--- config.mk ---
export PLATFORM = sky130hd
export DESIGN_NAME = instr_encode_loader
export DESIGN_NICKNAME = d
export VERILOG_FILES = /design/src/rtl/instr_enc_pkg.sv /design/src/rtl/instr_fifo.sv /design/src/rtl/instr_encode_loader.sv
export SDC_FILE = /design/constraint.sdc
export NUM_CORES = 1
export LEC_CHECK = 0
export CAP_MARGIN = 15
export CORE_MARGIN = 2
export CORE_UTILIZATION = 40
export CTS_CLUSTER_DIAMETER = 120
export DETAILED_ROUTE_END_ITERATION = 6
export GPL_TIMING_DRIVEN = 0
export PLACE_DENSITY_LB_ADDON = 0.3
export SYNTH_ARGS = -nofsm -noshare
export SYNTH_HDL_FRONTEND = slang
export SYNTH_SLANG_ARGS = --single-unit
--- constraint.sdc ---
create_clock -name clk -period 6 [get_ports clk]
set_input_delay 0.9 -clock clk [delete_from_list [all_inputs] [get_ports clk]]
set_output_delay 0.9 -clock clk [all_outputs]
set_load 0.05 [all_outputs]
--- src/rtl/instr_enc_pkg.sv ---
// Shared constants for the imem loader.
// Opcodes, descriptor kinds, FSM states.
package instr_enc_pkg;

  localparam logic [5:0] OP_RTYPE = 6'b000000;
  localparam logic [5:0] OP_ADDI  = 6'b001000;
  localparam logic [5:0] OP_ANDI  = 6'b001100;
  localparam logic [5:0] OP_LW    = 6'b100011;
  localparam logic [5:0] OP_SW    = 6'b101011;
  localparam logic [5:0] OP_BEQ   = 6'b000100;
  localparam logic [5:0] OP_J     = 6'b000010;

  localparam logic [2:0] K_RTYPE = 3'd0;
  localparam logic [2:0] K_ADDI  = 3'd1;
  localparam logic [2:0] K_ANDI  = 3'd2;
  localparam logic [2:0] K_LW    = 3'd3;
  localparam logic [2:0] K_SW    = 3'd4;
  localparam logic [2:0] K_BEQ   = 3'd5;
  localparam logic [2:0] K_J     = 3'd6;
  localparam logic [2:0] K_ILL   = 3'd7;

  typedef enum logic [1:0] {
    S_IDLE = 2'd0,
    S_LOAD = 2'd1,
    S_DONE = 2'd2
  } state_t;

endpackage

--- src/rtl/instr_fifo.sv ---
// Small synchronous FIFO for encoded words.
// Extra pointer bit distinguishes full/empty.
module instr_fifo #(
  parameter int W     = 33,
  parameter int DEPTH = 4
) (
  input  logic         clk,
  input  logic         rst_n,
  input  logic         i_push,
  input  logic [W-1:0] i_data,
  input  logic         i_pop,
  output logic [W-1:0] o_data,
  output logic         o_full,
  output logic         o_empty
);

  localparam int AW = $clog2(DEPTH);

  logic [W-1:0] r_mem [DEPTH];
  logic [AW:0]  r_wp;
  logic [AW:0]  r_rp;
  logic         w_push;
  logic         w_pop;

  assign o_empty = (r_wp == r_rp);
  assign o_full  = (r_wp[AW] != r_rp[AW]) &&
                   (r_wp[AW-1:0] == r_rp[AW-1:0]);
  assign w_push  = i_push & ~o_full;
  assign w_pop   = i_pop & ~o_empty;
  assign o_data  = r_mem[r_rp[AW-1:0]];

  // Storage array; contents are don't-care while empty.
  always_ff @(posedge clk) begin
    if (w_push) r_mem[r_wp[AW-1:0]] <= i_data;
  end

  // Read/write pointers; reset flushes the FIFO.
  always_ff @(posedge clk or negedge rst_n) begin
    if (!rst_n) begin
      r_wp <= '0;
      r_rp <= '0;
    end else begin
      if (w_push) r_wp <= r_wp + 1'b1;
      if (w_pop)  r_rp <= r_rp + 1'b1;
    end
  end

endmodule

--- src/rtl/instr_encode_loader.sv ---
// Encodes MIPS descriptors and streams them
// into consecutive imem words from a base address.
module instr_encode_loader
  import instr_enc_pkg::*;
#(
  parameter int ADDR_W     = 8,
  parameter int FIFO_DEPTH = 4
) (
  input  logic              clk,
  input  logic              rst_n,
  input  logic              start,
  input  logic [ADDR_W-1:0] base_addr,
  input  logic              in_valid,
  output logic              in_ready,
  input  logic [2:0]        in_kind,
  input  logic [4:0]        in_rs,
  input  logic [4:0]        in_rt,
  input  logic [4:0]        in_rd,
  input  logic [4:0]        in_shamt,
  input  logic [5:0]        in_funct,
  input  logic [15:0]       in_imm,
  input  logic [25:0]       in_target,
  input  logic              in_last,
  input  logic              imem_busy,
  output logic              imem_we,
  output logic [ADDR_W-1:0] imem_addr,
  output logic [31:0]       imem_wdata,
  output logic              busy,
  output logic              done,
  output logic [ADDR_W:0]   count,
  output logic              err_illegal,
  output logic              err_overflow
);

  state_t            r_state;
  logic [ADDR_W-1:0] r_addr;
  logic              r_last_seen;
  logic              r_wrapped;
  logic              r_we;
  logic [ADDR_W-1:0] r_waddr;
  logic [31:0]       r_wdata;
  logic              r_busy;
  logic              r_done;
  logic [ADDR_W:0]   r_count;
  logic              r_err_ill;
  logic              r_err_ovf;

  logic [31:0] w_word;
  logic        w_ill;
  logic        w_push;
  logic        w_pop;
  logic        w_full;
  logic        w_empty;
  logic [32:0] w_head;

  assign in_ready = (r_state == S_LOAD) & ~w_full
                  & ~r_last_seen;
  assign w_push   = in_valid & in_ready;
  assign w_pop    = (r_state == S_LOAD) & ~w_empty
                  & ~imem_busy;

  assign imem_we      = r_we;
  assign imem_addr    = r_waddr;
  assign imem_wdata   = r_wdata;
  assign busy         = r_busy;
  assign done         = r_done;
  assign count        = r_count;
  assign err_illegal  = r_err_ill;
  assign err_overflow = r_err_ovf;

  // Descriptor to 32-bit MIPS word; kind 7 becomes a NOP.
  always_comb begin
    w_word = '0;
    w_ill  = 1'b0;
    unique case (in_kind)
      K_RTYPE: w_word = {OP_RTYPE, in_rs, in_rt, in_rd,
                         in_shamt, in_funct};
      K_ADDI:  w_word = {OP_ADDI, in_rs, in_rt, in_imm};
      K_ANDI:  w_word = {OP_ANDI, in_rs, in_rt, in_imm};
      K_LW:    w_word = {OP_LW, in_rs, in_rt, in_imm};
      K_SW:    w_word = {OP_SW, in_rs, in_rt, in_imm};
      K_BEQ:   w_word = {OP_BEQ, in_rs, in_rt, in_imm};
      K_J:     w_word = {OP_J, in_target};
      default: w_ill  = 1'b1;
    endcase
  end

  instr_fifo #(
    .W     (33),
    .DEPTH (FIFO_DEPTH)
  ) u_fifo (
    .clk     (clk),
    .rst_n   (rst_n),
    .i_push  (w_push),
    .i_data  ({in_last, w_word}),
    .i_pop   (w_pop),
    .o_data  (w_head),
    .o_full  (w_full),
    .o_empty (w_empty)
  );

  // Session FSM with registered write port and status.
  always_ff @(posedge clk or negedge rst_n) begin
    if (!rst_n) begin
      r_state     <= S_IDLE;
      r_addr      <= '0;
      r_last_seen <= 1'b0;
      r_wrapped   <= 1'b0;
      r_we        <= 1'b0;
      r_waddr     <= '0;
      r_wdata     <= '0;
      r_busy      <= 1'b0;
      r_done      <= 1'b0;
      r_count     <= '0;
      r_err_ill   <= 1'b0;
      r_err_ovf   <= 1'b0;
    end else begin
      r_we <= 1'b0;
      unique case (r_state)
        S_IDLE: begin
          if (start) begin
            r_state     <= S_LOAD;
            r_busy      <= 1'b1;
            r_addr      <= base_addr;
            r_count     <= '0;
            r_err_ill   <= 1'b0;
            r_err_ovf   <= 1'b0;
            r_last_seen <= 1'b0;
            r_wrapped   <= 1'b0;
          end
        end
        S_LOAD: begin
          if (w_push) begin
            if (in_last) r_last_seen <= 1'b1;
            if (w_ill)   r_err_ill   <= 1'b1;
          end
          if (w_pop) begin
            if (r_wrapped) begin
              r_err_ovf <= 1'b1;
            end else begin
              r_we    <= 1'b1;
              r_waddr <= r_addr;
              r_wdata <= w_head[31:0];
              r_count <= r_count + 1'b1;
              if (&r_addr) r_wrapped <= 1'b1;
              else         r_addr    <= r_addr + 1'b1;
            end
            if (w_head[32]) begin
              r_state <= S_DONE;
              r_busy  <= 1'b0;
              r_done  <= 1'b1;
            end
          end
        end
        S_DONE: begin
          r_state <= S_IDLE;
          r_done  <= 1'b0;
        end
        default: r_state <= S_IDLE;
      endcase
    end
  end

endmodule
* After elaboration in Yosys (flattened, before gate mapping) *
Memories as Yosys holds them, arrays and structs flattened.
Index checks and enable logic that the tools add are counted.

word-level totals
  flip-flop bits (word level) = 72
  memory bits (writable) = 132
  input port bits = 85
  output and inout bits = 55
  word-level logic and storage cells = 108
  memories kept = 1

operators by class
  add/subtract/negate cells = 4
  equal/unequal tests = 20
  mux-type cells = 40
  bitwise gates (word level) = 12
  reductions and logical operators = 17

memories
  memory        words  bits a word  read ports  clocked after Yosys merged registers in  wr ports  RTL line          text
  u_fifo.r_mem  4      33           1           0                                        1         instr_fifo.sv:19  logic [W-1:0] r_mem [DEPTH];

operator list
  kind                 number
  $pmux 32 s7          1
  $mux 8               4
  $mux 9               3
  $mux 1               20
  $reduce_and 4->1     5
  $pmux 9 s2           1
  $pmux 8 s2           1
  $ne 2x2->1 const B   6
  $pmux 1 s2           6
  $reduce_and 3->1     4
  $add 9x1->9 const B  1
  $eq 3x3->1 const B   3
  $add 8x1->8 const B  1
  $reduce_and 8->1     1
  $and 1x1->1          7
  $reduce_or 7->1      1
  $add 3x1->3 const B  2
  $eq 3x2->1 const B   2
  $mux 2               3
  $ne 2x1->1 const B   3
  $not 1->1            5
  $reduce_and 5->1     1
  $pmux 2 s2           1
  $reduce_bool 2->1    2
  other kinds (9)      9

* Longest topological paths before layout *
Gate-level depths: netlist (run 1).

  depth after elaboration = 9
  depth in mapped cells = 9
  gate-level depth less buffers = 6

* Modules after synthesis *
From an unflattened synthesis (run 1), not the netlist that was laid out.

unflattened totals
  cell total of the unflattened synthesis = 556
  area, all modules = 8,695.8 um2

modules (own cells, without submodules)
  module               instances  cells each  area each (um2)  seq. area each (um2)
  instr_fifo           1          221         5,232.5          4,113.9
  instr_encode_loader  1          335         3,463.3          1,651.6

* Worst setup path after synthesis (run 1) *
OpenSTA, ideal clock, no wires.

  path kind = flip-flop to output port
  from = register r_state[1]
  to = output port in_ready
  arrival = 2.019 ns
  required time = 5.100 ns
  slack = 3.081 ns
  stages on the path, launching flop included = 5
  buffers on the path = 1
  cell sequence = dfrtp_1 inv_1 nand2_1 clkbuf_1 a211oi_1

between the ends
  longest elaborated chain between the ends = 3

RTL lines
  what                    RTL line                    text
  from (decl)             instr_encode_loader.sv:35   state_t r_state;
  from (signal assigned)  instr_encode_loader.sv:105  r_state <= S_IDLE;
  from (signal assigned)  instr_encode_loader.sv:122  r_state <= S_LOAD;
  from (signal assigned)  instr_encode_loader.sv:149  r_state <= S_DONE;
  $eq 2x1->1              instr_encode_loader.sv:56   assign in_ready = (r_state == S_LOAD) & ~w_full
  $and 1x1->1             instr_encode_loader.sv:56
  $and 1x1->1             instr_encode_loader.sv:57   & ~r_last_seen;
  to (decl)               instr_encode_loader.sv:14   output logic in_ready,

Every way passes these cells.

* Worst setup path in the final report (run 1) *
Ends and elaborated chain as after synthesis.

==> impl_metrics.yaml, run 1 <==
layout:
  multi_input_comb_area_mm2: 0.00269
  layout.filler_cells: 1808
  area_growth_syn_to_layout_pct: 27.9
  drive_above_1_share_pct: 12.7
  finalNetCount: 883
  layout.area.seq_mm2: 0.00548
  num_antenna_cells: 0
global_route:
  maximum_number_of_pins_on_one_net_before_global_route_repair: 58
  grt_remaining_overflow: 0
  grt_antenna_before_repair: 0
  grtUsageTotal_pct: 17.4
  wire_length_of_the_first_global_routing_pass_mm: 29.9
  grt_pass1_vias: 5580
sta:
  hold_violations: 0
  rsz0062_at_grt: "false"
  finalSetupViolCount: 0
  period_share_pct: 60.7
  worst_slew_margin_rel_pct: 38.4
  max_clock_freq_mhz: 275
  hold_ws_ns: 0.335
  number_of_pins_with_negative_max_slew_slack_in_the_final_report: 0
  skew_ns: 0.0135
  worst-slew-pin-transition_ns: 0.924
  final_period_minus_worst_setup_slack_ns: 3.64
  tns_ns: 0
setup_path:
  kind_of_end_point_of_the_critical_path: "primary output"
  critical_path_start_type: "register"
  cp_peak_stage_delay_ns: 0.89
  worstPathMaxFanout: 10
  cp_slowest_cell: "clkdlybuf4s50_1"
  cp.required_ns: 5.10
  criticalPathCategory: "register to primary output"
  data_arrival_time_of_the_worst_path_ns: 2.74
  timing.critical_path.cells: "inv_1 -> nand2_1 -> clkbuf_1 -> a211oi_1 -> clkdlybuf4s50_1"
drt:
  vias_per_cell: 5.11
  drt_iter0_markers: 353
  detail_route.first_pass.iterations: 5
  num_vias: 5493
  routed_wire_length_per_instance_um: 17.3
  drt_drc_violations_left: 0
  antenna_violating_nets_left: 0
  detailed_route_wl_mm: 18.6
run:
  cap_violations: 0
clock_tree:
  clock_tree_from_tritoncts: "built"
  clk_pin_slew_worst_paths_ns: 0.08
  total_number_of_clock_tree_sinks: 194
  ctsRootBufferMaster: "clkbuf_16"
  cts_resized: 0
  post-cts-setup-buffer-count: 0
  clk_path_buf_depth: 2
  worst_skew_pair.late_latency_ns: 0.43
  hold_buffers: 0
  cts_made_buffers: 17
  clock_tree.htree_level_count: 4
floorplan:
  placeableCoreArea_mm2: 0.0204
  fp.dieArea_mm2: 0.0222
  std_cell_rows: 52
  die-width_um: 149
  floorplan.initialDensity_pct: 41.1
  boundary_pin_count: 140
  die_height_um: 149
power:
  power.leakage_uw: 0.00399
  power_density_mw_per_mm2: 501
  worst_ir_drop_vdd_uv: 233
logic_synthesis:
  synthesis.area_per_instance_um2: 13.3
  yosysWarnings: 0
  synth_enable_flop_cells: 124
  synth_top_flop_cell: "edfxtp_1"
  syn_inst: 633
  postSynthNetCount: 725
  synthesis.area_mm2: 0.00840
  ys_async_sr_fraction_pct: 36.1
  ys_seq_elements: 194
  synth_seq_area_share_pct: 65.2
  unique_cell_type_count_in_the_yosys_netlist: 46
placed_design:
  detailed_place_hpwl_mm: 12.7
  portBuffers: 138
  gpl.final_weighted_congestion: 0.836
status:
  status: "completed"
worst_hold_path:
  hp-class: "primary input to async pin"
## layer usage
metal  track usage, %  vias up  wire length [um]
li1                 -     2613                 -
met1             23.7     2679              8360
met2             28.3      185              8780
met3             4.89       16              1250
met4             3.71        0               199
met5                0        -                 0
## cell type report
class / count / share of cell area [%]
repair buffers: 139 / 13.1
clock buffers: 17 / 3.96
well taps: 270 / 3.15
plain buffers: 38 / 1.89
clock inverters: 15 / 1.60
flip-flops and latches: 194 / 51.0
multi-input cells: 393 / 25.1
inverters: 8 / 0.280
## worst max-delay path: cells and delay by family (launching register included)
family,cells,cell delay (ns)
AO/OA/AOI/OAI,1,0.46
AND/OR/NAND/NOR,1,0.13
buffers and inverters,3,1.32
flip-flops,1,0.42
## through the flow
stage                     instance area [um2]  worst slack, ns  std cells  util [%]  total power [uW]
after floorplan                          8400             3.08        633         -              3570
after global placement                  10100             1.36       1041      49.5              4270
after detailed placement                10100             2.58       1042      49.7              4310
after CTS                               10700             2.41       1074      52.6              5440
after global routing                    10700             2.20       1074      52.6              5700
final                                   10700             2.36       1074      52.6              5380
## registers in the layout, summed over array words and instances (netlist names)
| signal | flops |
|---|---|
| u_fifo.r_mem | 124 |
| imem_wdata | 30 |
| count | 9 |
| imem_addr | 8 |
| r_addr | 8 |
| u_fifo.r_rp | 3 |
| u_fifo.r_wp | 3 |
| r_state | 2 |
| busy | 1 |
| done | 1 |
| err_illegal | 1 |
| err_overflow | 1 |
| imem_we | 1 |
| r_last_seen | 1 |
| r_wrapped | 1 |
## report_power, final
group	internal [uW]	switching [uW]	total (uW)
registers	1770	186	1960
logic	876	1420	2300
clock network	594	533	1130
total	3240	2140	5380
## final timing paths
kind | to | slack [ns] | cells after the start | start
max in group asynchronous | err_illegal | 5.10 | 2 | rst_n
hold reg to reg | imem_wdata[3] | 0.48 | 2 | imem_wdata[3]
setup / recovery | in_ready | 2.36 | 5 | r_state[1]
hold / removal | imem_wdata[19] | 0.34 | 1 | rst_n
setup reg to reg | u_fifo.r_mem[2][23] | 3.33 | 5 | u_fifo.r_rp[1]
min in group clk | imem_wdata[3] | 0.48 | 2 | imem_wdata[3]
## kinds of logic after synthesis
kind of cell             count (synthesis)  synth area share, %
AO/OA/AOI/OAI                          114                 8.17
buffers and inverters                   46                 2.77
XOR/XNOR                                 7                0.999
flip-flops                             194                 65.2
multiplexers                            39                 9.39
adder cells (fa/ha/maj)                  7                 1.04
other                                    1               0.0447
AND/OR/NAND/NOR                        225                 12.4
## Yosys cell counts, types with 2 or more instances
library cell  instances  area [um2]
buf_6                 4        45.0
xnor2_1               2        17.5
mux4_2               31         698
mux2_1                2        22.5
o31ai_1               3        22.5
dfrtp_1              70        1750
a21oi_1              45         225
buf_2                 9        45.0
nand2b_1             14        87.6
buf_4                 5        37.5
ha_1                  7        87.6
o22a_1                3        26.3
mux2_2                6        67.6
clkbuf_1             20        75.1
nor2b_1              36         225
xor2_1                2        17.5
and2_1                6        37.5
edfxtp_1            124        3720
o21ai_0              26         130
nor3_1                3        15.0
a31oi_1               5        31.3
a211oi_1             17         128
o21ai_1               7        35.0
xor2_2                3        48.8
nand4_1               4        25.0
nand2_1             125         469
inv_1                 7        26.3
nor2_1               21        78.8
nand3_1               9        45.0
## cells in the final DEF, fill, tap and decap left out, types with 2 or more instances in the layout
master,n
o21ai_0,26
dfrtp_1,70
and2_2,3
xor2_2,3
mux2_2,6
clkinvlp_4,2
a21oi_1,45
xor2_1,2
inv_6,6
nand3_1,9
mux4_2,31
mux2_1,2
buf_2,9
nand2b_1,14
nand2_1,125
nand4_1,4
edfxtp_1,124
o21ai_1,7
buf_4,6
clkbuf_16,17
nor3_1,3
and2_1,3
a211oi_1,17
o31ai_1,3
nor2b_1,36
buf_6,4
inv_1,7
o22a_1,3
clkbuf_1,20
xnor2_1,2
nor2_1,21
clkdlybuf4s50_1,137
ha_1,7
clkinv_8,3
a31oi_1,5
(Power assumes the default switching activity.)
==> inputs of run 2 (changes only) <==
==> constraint.sdc (replaced) <==
create_clock -name clk -period 3.6 [get_ports clk]
set_input_delay 0.54 -clock clk [delete_from_list [all_inputs] [get_ports clk]]
set_output_delay 0.54 -clock clk [all_outputs]
set_load 0.05 [all_outputs]
==> run 2 against run 1 <==
  * Hold slack improved by 0.14 ns
  * Largest power group unchanged
  * Power rose by 67%
  * First-iteration DRC count fell by 9.6%
  * Critical endpoint unchanged
  * Clock power rose by 65%
==> impl_metrics.yaml, run 2 (same netlist as run 1, synthesis figures left out) <==
floorplan:
  die_height_um: 149
  floorplan.initialDensity_pct: 41.1
  fp.dieArea_mm2: 0.0222
  boundary_pin_count: 140
  std_cell_rows: 52
  die-width_um: 149
  placeableCoreArea_mm2: 0.0204
layout:
  instances_no_fill: 1075
  num_antenna_cells: 0
  drive_above_1_share_pct: 12.7
  most-common-layout-cells: "clkdlybuf4s50_1, nand2_1, edfxtp_1"
  layout.area.seq_mm2: 0.00548
  layout.filler_cells: 1807
  largest_register_ff_count: 124
  multi_input_comb_area_mm2: 0.00269
  layout.cells.most_common: "clkdlybuf4s50_1"
  area_growth_syn_to_layout_pct: 28.0
  fin_util_pct: 52.6
  finalNetCount: 884
setup_path:
  worstPathMaxFanout: 10
  criticalPathCategory: "register to primary output"
  data_arrival_time_of_the_worst_path_ns: 2.73
  cp.required_ns: 3.06
  critical_path_start_type: "register"
  worst_r2r_path_depth: 5
  kind_of_end_point_of_the_critical_path: "primary output"
clock_tree:
  post-cts-setup-buffer-count: 0
  cts_made_buffers: 17
  total_number_of_clock_tree_sinks: 194
  clock_tree_from_tritoncts: "built"
  worst_skew_pair.late_latency_ns: 0.42
  clock_tree.htree_level_count: 4
  clk_pin_slew_worst_paths_ns: 0.08
  ctsRootBufferMaster: "clkbuf_16"
  clk_path_buf_depth: 2
sta:
  number_of_pins_with_negative_max_slew_slack_in_the_final_report: 0
  period_share_pct: 90.8
  max_clock_freq_mhz: 306
  final_period_minus_worst_setup_slack_ns: 3.27
  hold_ws_ns: 0.478
  finalSetupViolCount: 0
  skew_ns: 0.0115
  rsz0062_at_grt: "false"
  worst_slew_margin_rel_pct: 38.2
  hold_violations: 0
  worst-slew-pin-transition_ns: 0.927
global_route:
  grt_antenna_before_repair: 0
  grt_remaining_overflow: 0
  maximum_number_of_pins_on_one_net_before_global_route_repair: 58
  grtUsageTotal_pct: 17.4
  grt_pass1_vias: 5580
  wire_length_of_the_first_global_routing_pass_mm: 29.9
drt:
  antenna_violating_nets_left: 0
  num_vias: 5486
  drt_drc_violations_left: 0
  routed_wire_length_per_instance_um: 17.3
  detailed_route_wl_mm: 18.6
  detail_route.first_pass.iterations: 5
  vias_per_cell: 5.10
  drt_iter0_markers: 319
placed_design:
  portBuffers: 138
  gpl.final_weighted_congestion: 0.836
  post-place-cells: 1042
  detailed_place_hpwl_mm: 12.7
run:
  cap_violations: 0
worst_hold_path:
  hold-path-cell-count: 2
  hp-class: "register to register"
status:
  status: "completed"
power:
  worst_ir_drop_vdd_uv: 385
  power.leakage_uw: 0.00399
  power_density_mw_per_mm2: 834
## run 2: final timing paths
path                                start             endpoint  slack, ns
setup / recovery               r_state[1]             in_ready       0.33
max in group asynchronous           rst_n       u_fifo.r_rp[0]       2.50
hold / removal              imem_wdata[3]        imem_wdata[3]       0.48
min in group asynchronous           rst_n       imem_wdata[19]       0.53
hold reg to reg             imem_wdata[3]        imem_wdata[3]       0.48
setup reg to reg           u_fifo.r_rp[1]  u_fifo.r_mem[2][23]       0.93
## run 2: per-stage QoR
stage	setup WS, ns	TNS (ns)	total power, uW	area (um2)
floorplan	1.04	0	5940	8400
global placement	-0.685	-47.41	7120	10100
detailed placement	0.544	0	7180	10100
CTS	0.367	0	9070	10800
global route	0.164	0	9490	10800
finish	0.330	0	8970	10800
## run 2: layout make-up
| class | instances | area share (%) |
|---|---|---|
| plain buffers | 38 | 1.89 |
| clock buffers | 17 | 3.96 |
| clock inverters | 15 | 1.59 |
| inverters | 8 | 0.279 |
| multi-input cells | 393 | 25.0 |
| flip-flops and latches | 194 | 50.9 |
| well taps | 270 | 3.14 |
| repair buffers | 140 | 13.2 |
## run 2: what timing repair did
action	in CTS	in global routing
gates resized for setup	0	0
hold buffers	1	0
endpoints found under the hold margin	13	0
## run 2: where the power goes
group | internal, uW | switching, uW
logic | 1460 | 2370
registers | 2950 | 309
clock network | 990 | 882
## run 2: critical path: stages, from the launching register on
cell	delay, ns
dfrtp_1	0.42
inv_1	0.16
nand2_1	0.13
clkbuf_1	0.27
a211oi_1	0.46
clkdlybuf4s50_1	0.89
## run 2: per-layer routing
| metal | up-vias | GRT usage, % | routed length [um] |
|---|---|---|---|
| met5 | - | 0 | 0 |
| met2 | 155 | 28.3 | 9000 |
| met4 | 0 | 3.71 | 104 |
| met3 | 6 | 4.89 | 1030 |
| met1 | 2705 | 23.7 | 8510 |
| li1 | 2620 | - | - |
==> inputs of run 3 (changes only) <==
--- a/config.mk
+++ b/config.mk
@@ -6,7 +6,6 @@
 export NUM_CORES = 1
 export LEC_CHECK = 0
 export CAP_MARGIN = 15
-export CORE_MARGIN = 2
 export CORE_UTILIZATION = 40
 export CTS_CLUSTER_DIAMETER = 120
 export DETAILED_ROUTE_END_ITERATION = 6
==> run 3 against run 2 <==
  * Cell count did not move
  * Clock skew up 0.0038 ns
  * Design area grew 0.11%
  * Sequential power about the same
  * Clock-buffer cell count is the same
  * Critical path type unchanged
  * Critical endpoint unchanged
  * Largest power group unchanged
==> impl_metrics.yaml, run 3 (same netlist as run 1, synthesis figures left out) <==
layout:
  layout.cells.most_common: "clkdlybuf4s50_1"
  finalNetCount: 884
  area_growth_syn_to_layout_pct: 28.2
  fin_area_mm2: 0.0108
  multi_input_comb_area_mm2: 0.00269
  most-common-layout-cells: "clkdlybuf4s50_1, nand2_1, edfxtp_1"
  drive_above_1_share_pct: 12.7
  fin_util_pct: 52.7
  num_antenna_cells: 0
  largest_register_ff_count: 124
  layout.filler_cells: 1746
  layout.area.seq_mm2: 0.00548
setup_path:
  criticalPathCategory: "register to primary output"
  worstPathMaxFanout: 10
  cp_peak_stage_delay_ns: 0.88
  timing.critical_path.cells: "inv_1 -> nand2_1 -> clkbuf_1 -> a211oi_1 -> clkdlybuf4s50_1"
  regToRegEndpoint: "u_fifo.r_mem[2][27]"
  cp.required_ns: 3.06
  worst_r2r_path_depth: 5
  worst_r2r_startpoint: "u_fifo.r_rp[0]"
  cp_slowest_cell: "clkdlybuf4s50_1"
  kind_of_end_point_of_the_critical_path: "primary output"
  critical_path_start_type: "register"
  cpLargestDelayFamily: "buffers and inverters"
  data_arrival_time_of_the_worst_path_ns: 2.58
  worst-path-buf-inv: 3
  r2r_setup_slack_ns: 0.92
floorplan:
  die-width_um: 147
  boundary_pin_count: 140
  floorplan.initialDensity_pct: 41.1
  die_height_um: 147
  placeableCoreArea_mm2: 0.0204
  fp.dieArea_mm2: 0.0216
  std_cell_rows: 52
clock_tree:
  worst_skew_pair.late_latency_ns: 0.44
  post-cts-setup-buffer-count: 0
  clock_tree_from_tritoncts: "built"
  clk_pin_slew_worst_paths_ns: 0.07
  cts_made_buffers: 17
  clk_path_buf_depth: 2
  total_number_of_clock_tree_sinks: 194
  ctsRootBufferMaster: "clkbuf_16"
  clock_tree.htree_level_count: 4
placed_design:
  portBuffers: 138
  placed_area_mm2: 0.0101
  gpl.final_weighted_congestion: 0.851
  detailed_place_hpwl_mm: 12.4
sta:
  final_period_minus_worst_setup_slack_ns: 3.12
  hold_violations: 0
  tns_ns: 0
  rsz0062_at_grt: "false"
  worst-slew-pin-transition_ns: 0.925
  period_share_pct: 86.6
  skew_ns: 0.0153
  finalSetupViolCount: 0
  worst_slew_margin_rel_pct: 38.3
  max_clock_freq_mhz: 321
  number_of_pins_with_negative_max_slew_slack_in_the_final_report: 0
worst_hold_path:
  startpoint_of_the_most_critical_hold_path: "count[8]"
  hp-class: "register to register"
  hold-path-cell-count: 1
  holdPathEnd: "count[8]"
drt:
  num_vias: 5436
  drt_iter0_markers: 247
  detail_route.first_pass.iterations: 5
  detailed_route_wl_mm: 18.3
  antenna_violating_nets_left: 0
  routed_wire_length_per_instance_um: 17.0
  vias_per_cell: 5.06
  drt_drc_violations_left: 0
power:
  power_density_mw_per_mm2: 834
  power.leakage_uw: 0.00400
  worst_ir_drop_vdd_uv: 334
run:
  cap_violations: 0
global_route:
  grtUsageTotal_pct: 18.1
  wire_length_of_the_first_global_routing_pass_mm: 29.5
  maximum_number_of_pins_on_one_net_before_global_route_repair: 59
  grt_pass1_vias: 5415
  grt_remaining_overflow: 0
  grt_antenna_before_repair: 0
status:
  status: "completed"
-- run 3: changes by cell type in the layout (fill, tap and decap cells not counted), sizes merged --
| cell | before | now |
|---|---|---|
| inv | 15 | 16 |
| clkinv | 5 | 4 |
-- run 3: power by group --
group | leakage (uW) | internal [uW] | switching [uW]
Sequential | 0.00198 | 2950 | 300
Combinational | 0.00172 | 1460 | 2360
Clock | 0.000291 | 999 | 906
-- run 3: worst register-to-register path: cells and delay by family, from the launching register on --
family,cells,cell delay (ns)
simple gates,2,0.94
compound gates,1,0.58
flops,1,0.39
xor+xnor,1,0.20
buf+inv,1,0.18
-- run 3: worst max-delay path by stage --
stage	startpoint	end	slack (ns)	depth (start not counted)
2_1_floorplan	r_state[1]	in_ready	1.04	4
3_3_place_gp	rst_n	imem_wdata[7]	-0.69	1
3_5_place_dp	in_kind[0]	u_fifo.r_mem[1][6]	0.49	6
4_1_cts	r_state[1]	in_ready	0.45	5
5_1_grt	r_state[1]	in_ready	0.33	5
6_report	r_state[1]	in_ready	0.48	5
-- run 3: cell type report --
type	count	area share, %
timing repair buffer	140	13.2
buffer	38	1.88
sequential	194	50.9
tap	270	3.14
clock inverter	15	1.70
clock buffer	17	3.95
multi-input combinational	393	25.0
inverter	8	0.279
-- run 3: per-layer routing --
| layer | GRT usage [%] | part of all wire (%) | wire length, um |
|---|---|---|---|
| met4 | 4.38 | 0.89 | 163 |
| met2 | 28.8 | 47 | 8680 |
| met3 | 4.91 | 6.6 | 1210 |
| met5 | 0 | 0 | 0 |
| met1 | 24.7 | 45 | 8230 |
-- run 3: stage by stage --
step                total power (uW)  setup slack, ns  hold slack (ns)  std cells
detailed placement              7160            0.488            0.427       1042
global placement                7110           -0.691            0.460       1041
floorplan                       5940             1.04            0.244        633
finish                          8980            0.483            0.472       1075
CTS                             9080            0.446            0.474       1075
global route                    9500            0.328            0.497       1075
-- run 3: timing repair --
action,in CTS,in global routing
endpoints found under the hold margin,12,0
gates resized for setup,0,0
hold buffers,1,0
setup endpoints to repair,0,0
